**src/rtl/lfsr_rng.sv**
```systemverilog
// rtl/lfsr_rng.sv - Fibonacci LFSR word generator with seed load, enable stepping and valid/ready output
// Optional wrap-period detection when LFSR_WRAP_DET_EN is defined (adds wrap_pulse).
module lfsr_rng #(
    parameter int          WIDTH    = 16,
    parameter logic [31:0] TAPS     = 32'h0000_B400,
    parameter logic [31:0] SEED     = 32'h0000_FFFF,
    parameter int          OUT_BITS = 4,
    parameter int          STEPS    = 4
) (
    input  logic                clk,
    input  logic                preset_n,
    input  logic                enable,
    input  logic                seed_load,
    input  logic [WIDTH-1:0]    seed,
    input  logic                out_ready,
    output logic                out_valid,
    output logic [OUT_BITS-1:0] out_data,
    output logic [WIDTH-1:0]    state_q,
    output logic                lockup
`ifdef LFSR_WRAP_DET_EN
    ,
    output logic                wrap_pulse
`endif
);

    localparam int              CW       = $clog2(STEPS + 1);
    localparam logic [CW-1:0]   LAST     = CW'(STEPS - 1);
    localparam logic [WIDTH-1:0] TAP_MASK = TAPS[WIDTH-1:0];
    localparam logic [WIDTH-1:0] SEED_V   = SEED[WIDTH-1:0];

    typedef enum logic {
        FILL = 1'b0,
        HOLD = 1'b1
    } fsm_t;

    fsm_t             fsm;
    logic [CW-1:0]    count;
    logic             fb;
    logic [WIDTH-1:0] next_state;
    logic             seed_zero;
    logic [WIDTH-1:0] load_value;

    always_comb begin
        fb         = ^(state_q & TAP_MASK);
        next_state = {state_q[WIDTH-2:0], fb};
        // A zero seed would lock the register; substitute the reset seed instead.
        seed_zero  = (seed == '0);
        load_value = seed_zero ? SEED_V : seed;
    end

`ifdef LFSR_WRAP_DET_EN
    logic [WIDTH-1:0] loaded;
`endif

    always_ff @(posedge clk) begin
        if (!preset_n) begin
            state_q   <= SEED_V;
            fsm       <= FILL;
            count     <= '0;
            out_valid <= 1'b0;
            out_data  <= '0;
            lockup    <= 1'b0;
`ifdef LFSR_WRAP_DET_EN
            loaded     <= SEED_V;
            wrap_pulse <= 1'b0;
`endif
        end else begin
            lockup <= 1'b0;
`ifdef LFSR_WRAP_DET_EN
            wrap_pulse <= 1'b0;
`endif
            if (seed_load) begin
                // Loading overrides any pending word, including one being accepted now.
                state_q   <= load_value;
                lockup    <= seed_zero;
                count     <= '0;
                out_valid <= 1'b0;
                fsm       <= FILL;
`ifdef LFSR_WRAP_DET_EN
                loaded <= load_value;
`endif
            end else begin
                case (fsm)
                    FILL: begin
                        if (enable) begin
                            state_q <= next_state;
`ifdef LFSR_WRAP_DET_EN
                            wrap_pulse <= (next_state == loaded);
`endif
                            if (count == LAST) begin
                                out_data  <= next_state[WIDTH-1 -: OUT_BITS];
                                out_valid <= 1'b1;
                                count     <= '0;
                                fsm       <= HOLD;
                            end else begin
                                count <= count + CW'(1);
                            end
                        end
                    end
                    HOLD: begin
                        if (out_ready) begin
                            out_valid <= 1'b0;
                            fsm       <= FILL;
                        end
                    end
                endcase
            end
        end
    end

endmodule

```
**config.mk**
```make
export PLATFORM = sky130hd
export DESIGN_NAME = lfsr_rng
export DESIGN_NICKNAME = d
export VERILOG_FILES = /design/src/rtl/lfsr_rng.sv
export SDC_FILE = /design/constraint.sdc
export NUM_CORES = 1
export LEC_CHECK = 0
export CAP_MARGIN = 20
export CELL_PAD_IN_SITES_DETAIL_PLACEMENT = 1
export CELL_PAD_IN_SITES_GLOBAL_PLACEMENT = 2
export CORE_ASPECT_RATIO = 1.1
export CORE_MARGIN = 2
export CORE_UTILIZATION = 28
export CTS_CLUSTER_SIZE = 25
export DETAILED_ROUTE_END_ITERATION = 7
export GPL_TIMING_DRIVEN = 0
export PLACE_DENSITY = 0.83
export SLEW_MARGIN = 30
export SYNTH_ARGS = -nofsm -noshare
export SYNTH_HDL_FRONTEND = slang
export SYNTH_SLANG_ARGS = --single-unit
```
**constraint.sdc**
```tcl
create_clock -name clk -period 1.69 [get_ports clk]
set_input_delay 0.2535 -clock clk [delete_from_list [all_inputs] [get_ports clk]]
set_output_delay 0.2535 -clock clk [all_outputs]
set_load 0.01 [all_outputs]
```
# [Word-level counts from Yosys, hierarchy flattened]
# Index checks and enable logic that the tools add are counted.
[classes] mux=13 n_addsub=1 n_eq_ne=5 n_reduce_logical=9 bitwise=3
[op_table] op="two-way mux 16 bit" n=4
[op_table] op="logical NOT 16 bit" n=1
[op_table] op="XOR reduction 16 bit" n=1
[op_table] op="inequality test 2 bit, second input constant" n=4
[op_table] op="two-way mux 1 bit" n=6
[op_table] op="AND reduction 2 bit" n=3
[op_table] op="case mux 1 bit (2 select lines)" n=2
[op_table] op="AND reduction 4 bit" n=1
[op_table] op="adder 3 x 1 -> 3 bit, second input constant" n=1
[op_table] op="== test 3 x 2 -> 1 bit, second input constant" n=1
[op_table] op="two-way mux 3 bit" n=1
[op_table] op="inverter 1 bit" n=3
[op_table] op="AND reduction 3 bit" n=1
[op_table] op="nonzero test 2 bit" n=1
[op_table] op="OR reduction 2 bit" n=1
[word_totals] reg_bits=26 output_inout_bits=22

# [Depth between registers and ports, before layout]
[logic_depth] word_depth=4 depth_mapped=5 mapped_depth_nobuf=4

# [Worst setup path after synthesis]
# Ideal clock, no wire load.
[synth_path] path_kind="reg2reg" start="reg fsm" end="reg state_q[4]" setup_slack_ns=0.472 period_less_slack_ns=1.218 n_path_buf=2 arrival_ns=1.070 setup_ns=0.148 stages_incl_launch_ff=6 path_cell_list="dfxtp_1 -> nand2b_1 -> buf_2 -> buf_4 -> a211oi_2 -> o221ai_2"
[synth_between] elab_chain_cells=2
[synth_rtl] element="start, declared" line="36" source="fsm_t fsm;"
[synth_rtl] element="start signal, assigned" line="58" source="fsm <= FILL;"
[synth_rtl] element="start signal, assigned" line="78" source="fsm <= FILL;"
[synth_rtl] element="start signal, assigned" line="94" source="fsm <= HOLD;"
[synth_rtl] element="inequality test 2 bit (no source line)"
[synth_rtl] element="AND reduction 2 bit (no source line)"
[synth_rtl] element="end signal, assigned" line="74" source="state_q <= load_value;"
[synth_rtl] element="end signal, assigned" line="86" source="state_q <= next_state;"
[synth_rtl] element="end, declared" line="18" source="output logic [WIDTH-1:0] state_q,"
# Every way passes these cells.
# A chain may end at the register's enable or synchronous reset.

# [Worst setup path in the final report]
[layout_path] start="in seed[5]" end="reg state_q[8]"
[layout_between] elab_chain_cells=3
[layout_rtl] element="start, declared" line="14" source="input logic [WIDTH-1:0] seed,"
[layout_rtl] element="logical NOT 16 bit" line="47" source="seed_zero = (seed == '0);"
[layout_rtl] element="two-way mux 16 bit" line="48" source="load_value = seed_zero ? SEED_V : seed;"
[layout_rtl] element="two-way mux 16 bit" line="72" source="if (seed_load) begin"
# Every way passes these cells.

==> impl_results.md <==
* Die X-Extent at 72.1 um
* Type of origin of the critical path: input port
* Final Hold Fails at 0
* Crit path time final at 1.56 ns
* Ys async rst share at 0%
* Hold Path Sink: state_q[15]
* Initial Util at 28.7%
* CP max-delay cell: clkdlybuf4s50_1
* Synthesized net count at 167
* Post-synthesis xor/xnor area fraction at 1.84%
* Critical Path Sink Type: flop
* Internal power at 1.11 mW
* Antenna Cells at 0
* Die area at 5680 sq um
* Cell taking the most area after synthesis: dfxtp_1
* Max_slew headroom at 51.3%
* Combinational power share at 19.7%
* Adder-cell share of the synthesized area at 0.877%
* Layout Skew at 0.00206 ns
* Yosys reg bits at 26
* Final cell count without fillers at 248
* DRC at 0
* Final WL at 4540 um
* Post-synthesis sequential area ratio at 36.5%
* Overflow after GRT at 0
* Post-synthesis compound-gate area fraction at 30.2%
* Share of layout cells above drive strength 1 at 17.4%
* # rows at 27
* Vias at 1,332
* Synth area leaders: dfxtp_1 36%, o221ai_2 9.5%, and3b_1 9.2%
* Clock group share of total power at 35.7%
* RSZ-0062 raised after global routing: no
* H-tree levels at 1
* Core ar. at 4970 sq um
* CTS tree: done
* Power, Total at 1.50 mW
* CP arrival at 1.77 ns
* 1st-iter DRT viols at 29
* Fmax at 641 MHz
* HPWL after DPL at 3430 um
* Final slew viol count at 0
* Worst reg2reg startpoint: fsm
* Cell variety after synth at 32
* Fin crit share at 92.3%
* Setup bufs post-CTS at 0
* Leakage power at 0.683 nW
* Most frequent cell after synthesis: dfxtp_1
* Top Ports at 43
* Final WS setup at 0.131 ns
* Initial antenna violation count at 0
* Crit-path cells: clkdlybuf4s50_1 -> nor4_4 -> nand4_2 -> buf_6 -> o221ai_2
* Area growth from synthesis to layout at 39.6%
* Placer Congestion at 0.766
* CTS sink count at 26
* PD cells at 753 nW/um^2
* Sum of buffers and inverters on the critical path at 2
* Root buffer cell: clkbuf_8
* Setup slack, reg-to-reg at 0.18 ns
* Psw at 388 uW
* Status: complete, no violations
* Req. time, crit path at 1.90 ns
* Hold wc startpoint: preset_n
* Post-synth EDFFs at 0
* Pre-Repair DR Iteration Count at 4
* Wire per inst at 18.3 um
* Hold bufs inserted after CTS at 0
* Die Ht at 78.9 um
* Final setup vio count at 0
* Avg Inst Size Synth at 9.84 sq um
* Clk Latency, worst-skew pair at 0.28 ns
* Register share of total power at 44.7%
* Largest delay share family, worst path: buffers and inverters
* Critical-path maximum fanout at 10
* Worst-path clk slew at 0.10 ns
* Critical path class: in2reg
* Vias in the first global route at 1,428
* GRT Total Usage at 17.0%
* Synth top cells by count: 26 x dfxtp_1, 17 x nor2_1, 15 x and3b_1, 11 x a211oi_1, 9 x o221ai_2
* Main synth FF type: dfxtp_1
* Worst hold path class: in2reg
* FF-to-FF path depth at 4
* CP peak stage delay at 0.47 ns
* First-pass GRT wire length at 7570 um
* Final Net Count at 213
* Syn Inst Count at 145
* Main combinational cell family by area after synthesis: compound AO/OA/AOI/OAI gates
* Mux contribution to synthesized area at 0%
* Switching share of power at 25.9%
* IO buf count at 41
* Hold depth at 2
* Worst-Margin Slew at 0.730 ns
* Detailed-route vias per instance at 5.37
* Worst R2R End: state_q[2]
* Max clock buf depth at 2
* Synth Area in Simple Gates at 25.3%
* Max Cap Viol at 0
* Largest net degree at the start of global routing at 16
* Number of synthesis warnings at 0
* Post-route ant nets at 0
* Worst slack, placed at -0.254 ns
* Post-Syn Area at 1430 sq um
* Synth top area share at 36.5%
* Maximum VDD drop at 0.367 mV
* Cts bufs inserted at 3
* Placed Cells at 244
-- cells in the final DEF (no fill, tap or decap), drive strengths merged, types with 4 or more instances in the layout --
master / instances
buf: 8
clkdlybuf4s50: 40
and3b: 15
a21oi: 7
o221ai: 15
dfxtp: 26
nor4: 4
nand3: 4
clkbuf: 8
o21ai: 4
a211oi: 18
nor2: 17
-- metrics by stage --
stage,instance area (sq um),util (%),hold WS (ns),setup TNS [ns]
final,1990,40.1,0.272,0
after floorplan,1430,-,0.353,0
after global routing,1990,40.1,0.303,0
after global placement,1910,38.4,0.449,-2.47
after detailed placement,1910,38.4,0.465,-3.60
after CTS,1980,39.9,0.279,0
-- final cells by class --
type | instances | area, sq um
fill | 569 | 2970
tap | 58 | 72.6
inverter | 3 | 11.3
timing repair buffer | 41 | 413
clock buffer | 3 | 41.3
clock inverter | 1 | 30.0
buffer | 13 | 65.1
multi-input combinational | 103 | 838
sequential | 26 | 520
-- what timing repair did --
action                     4_1_cts  5_1_grt
hold endpoints to repair         0        0
resized for setup                0        2
setup endpoints to repair        0       10
-- worst max path at each step --
| stage | startpoint | endpoint | slack, ns | cells past startpoint |
|---|---|---|---|---|
| 2_1_floorplan | fsm | state_q[4] | 0.47 | 5 |
| 3_3_place_gp | enable | state_q[9] | -0.21 | 6 |
| 3_5_place_dp | enable | state_q[8] | -0.25 | 6 |
| 4_1_cts | seed[5] | state_q[8] | 0.04 | 5 |
| 5_1_grt | seed[0] | state_q[8] | 0.007 | 5 |
| 6_report | seed[5] | state_q[8] | 0.13 | 5 |
-- per-layer routing --
layer  part of all wire [%]  vias up  GRT usage [%]
met2                     50       25           29.1
met5                      0        -              0
li1                       -      652              -
met4                    1.4        0           5.66
met3                    3.0        5           1.52
met1                     46      650           22.4
-- power groups by stage --
stage          sequential [mW]  combinational [mW]  clock, mW
6_report                 0.669               0.295      0.535
3_5_place_dp             0.683               0.294          0
2_1_floorplan            0.689               0.136          0
3_3_place_gp             0.682               0.287          0
5_1_grt                  0.675               0.317      0.573
4_1_cts                  0.669               0.296      0.546
-- worst register-to-register path: cells and delay by family, from the launching register on --
kind,cells,cell delay (ns)
compound gates,2,0.41
simple gates,1,0.24
flops,1,0.36
buf+inv,1,0.35
-- registers in the layout, summed over array words and instances, names as in the netlist --
| signal | cells |
|---|---|
| count | 3 |
| fsm | 1 |
| lockup | 1 |
| out_data | 4 |
| out_valid | 1 |
| state_q | 16 |
-- kinds of logic (layout without fill, tap and decap cells) --
| family | Yosys count | in the layout |
|---|---|---|
| and+or+nand+nor | 53 | 53 |
| AOI/OAI and AO/OA | 46 | 46 |
| DFF | 26 | 26 |
| buffers and inverters | 16 | 61 |
| xor gates and xnor gates | 3 | 3 |
| adders and majority gates | 1 | 1 |
Power figures use the tool's default switching activity.
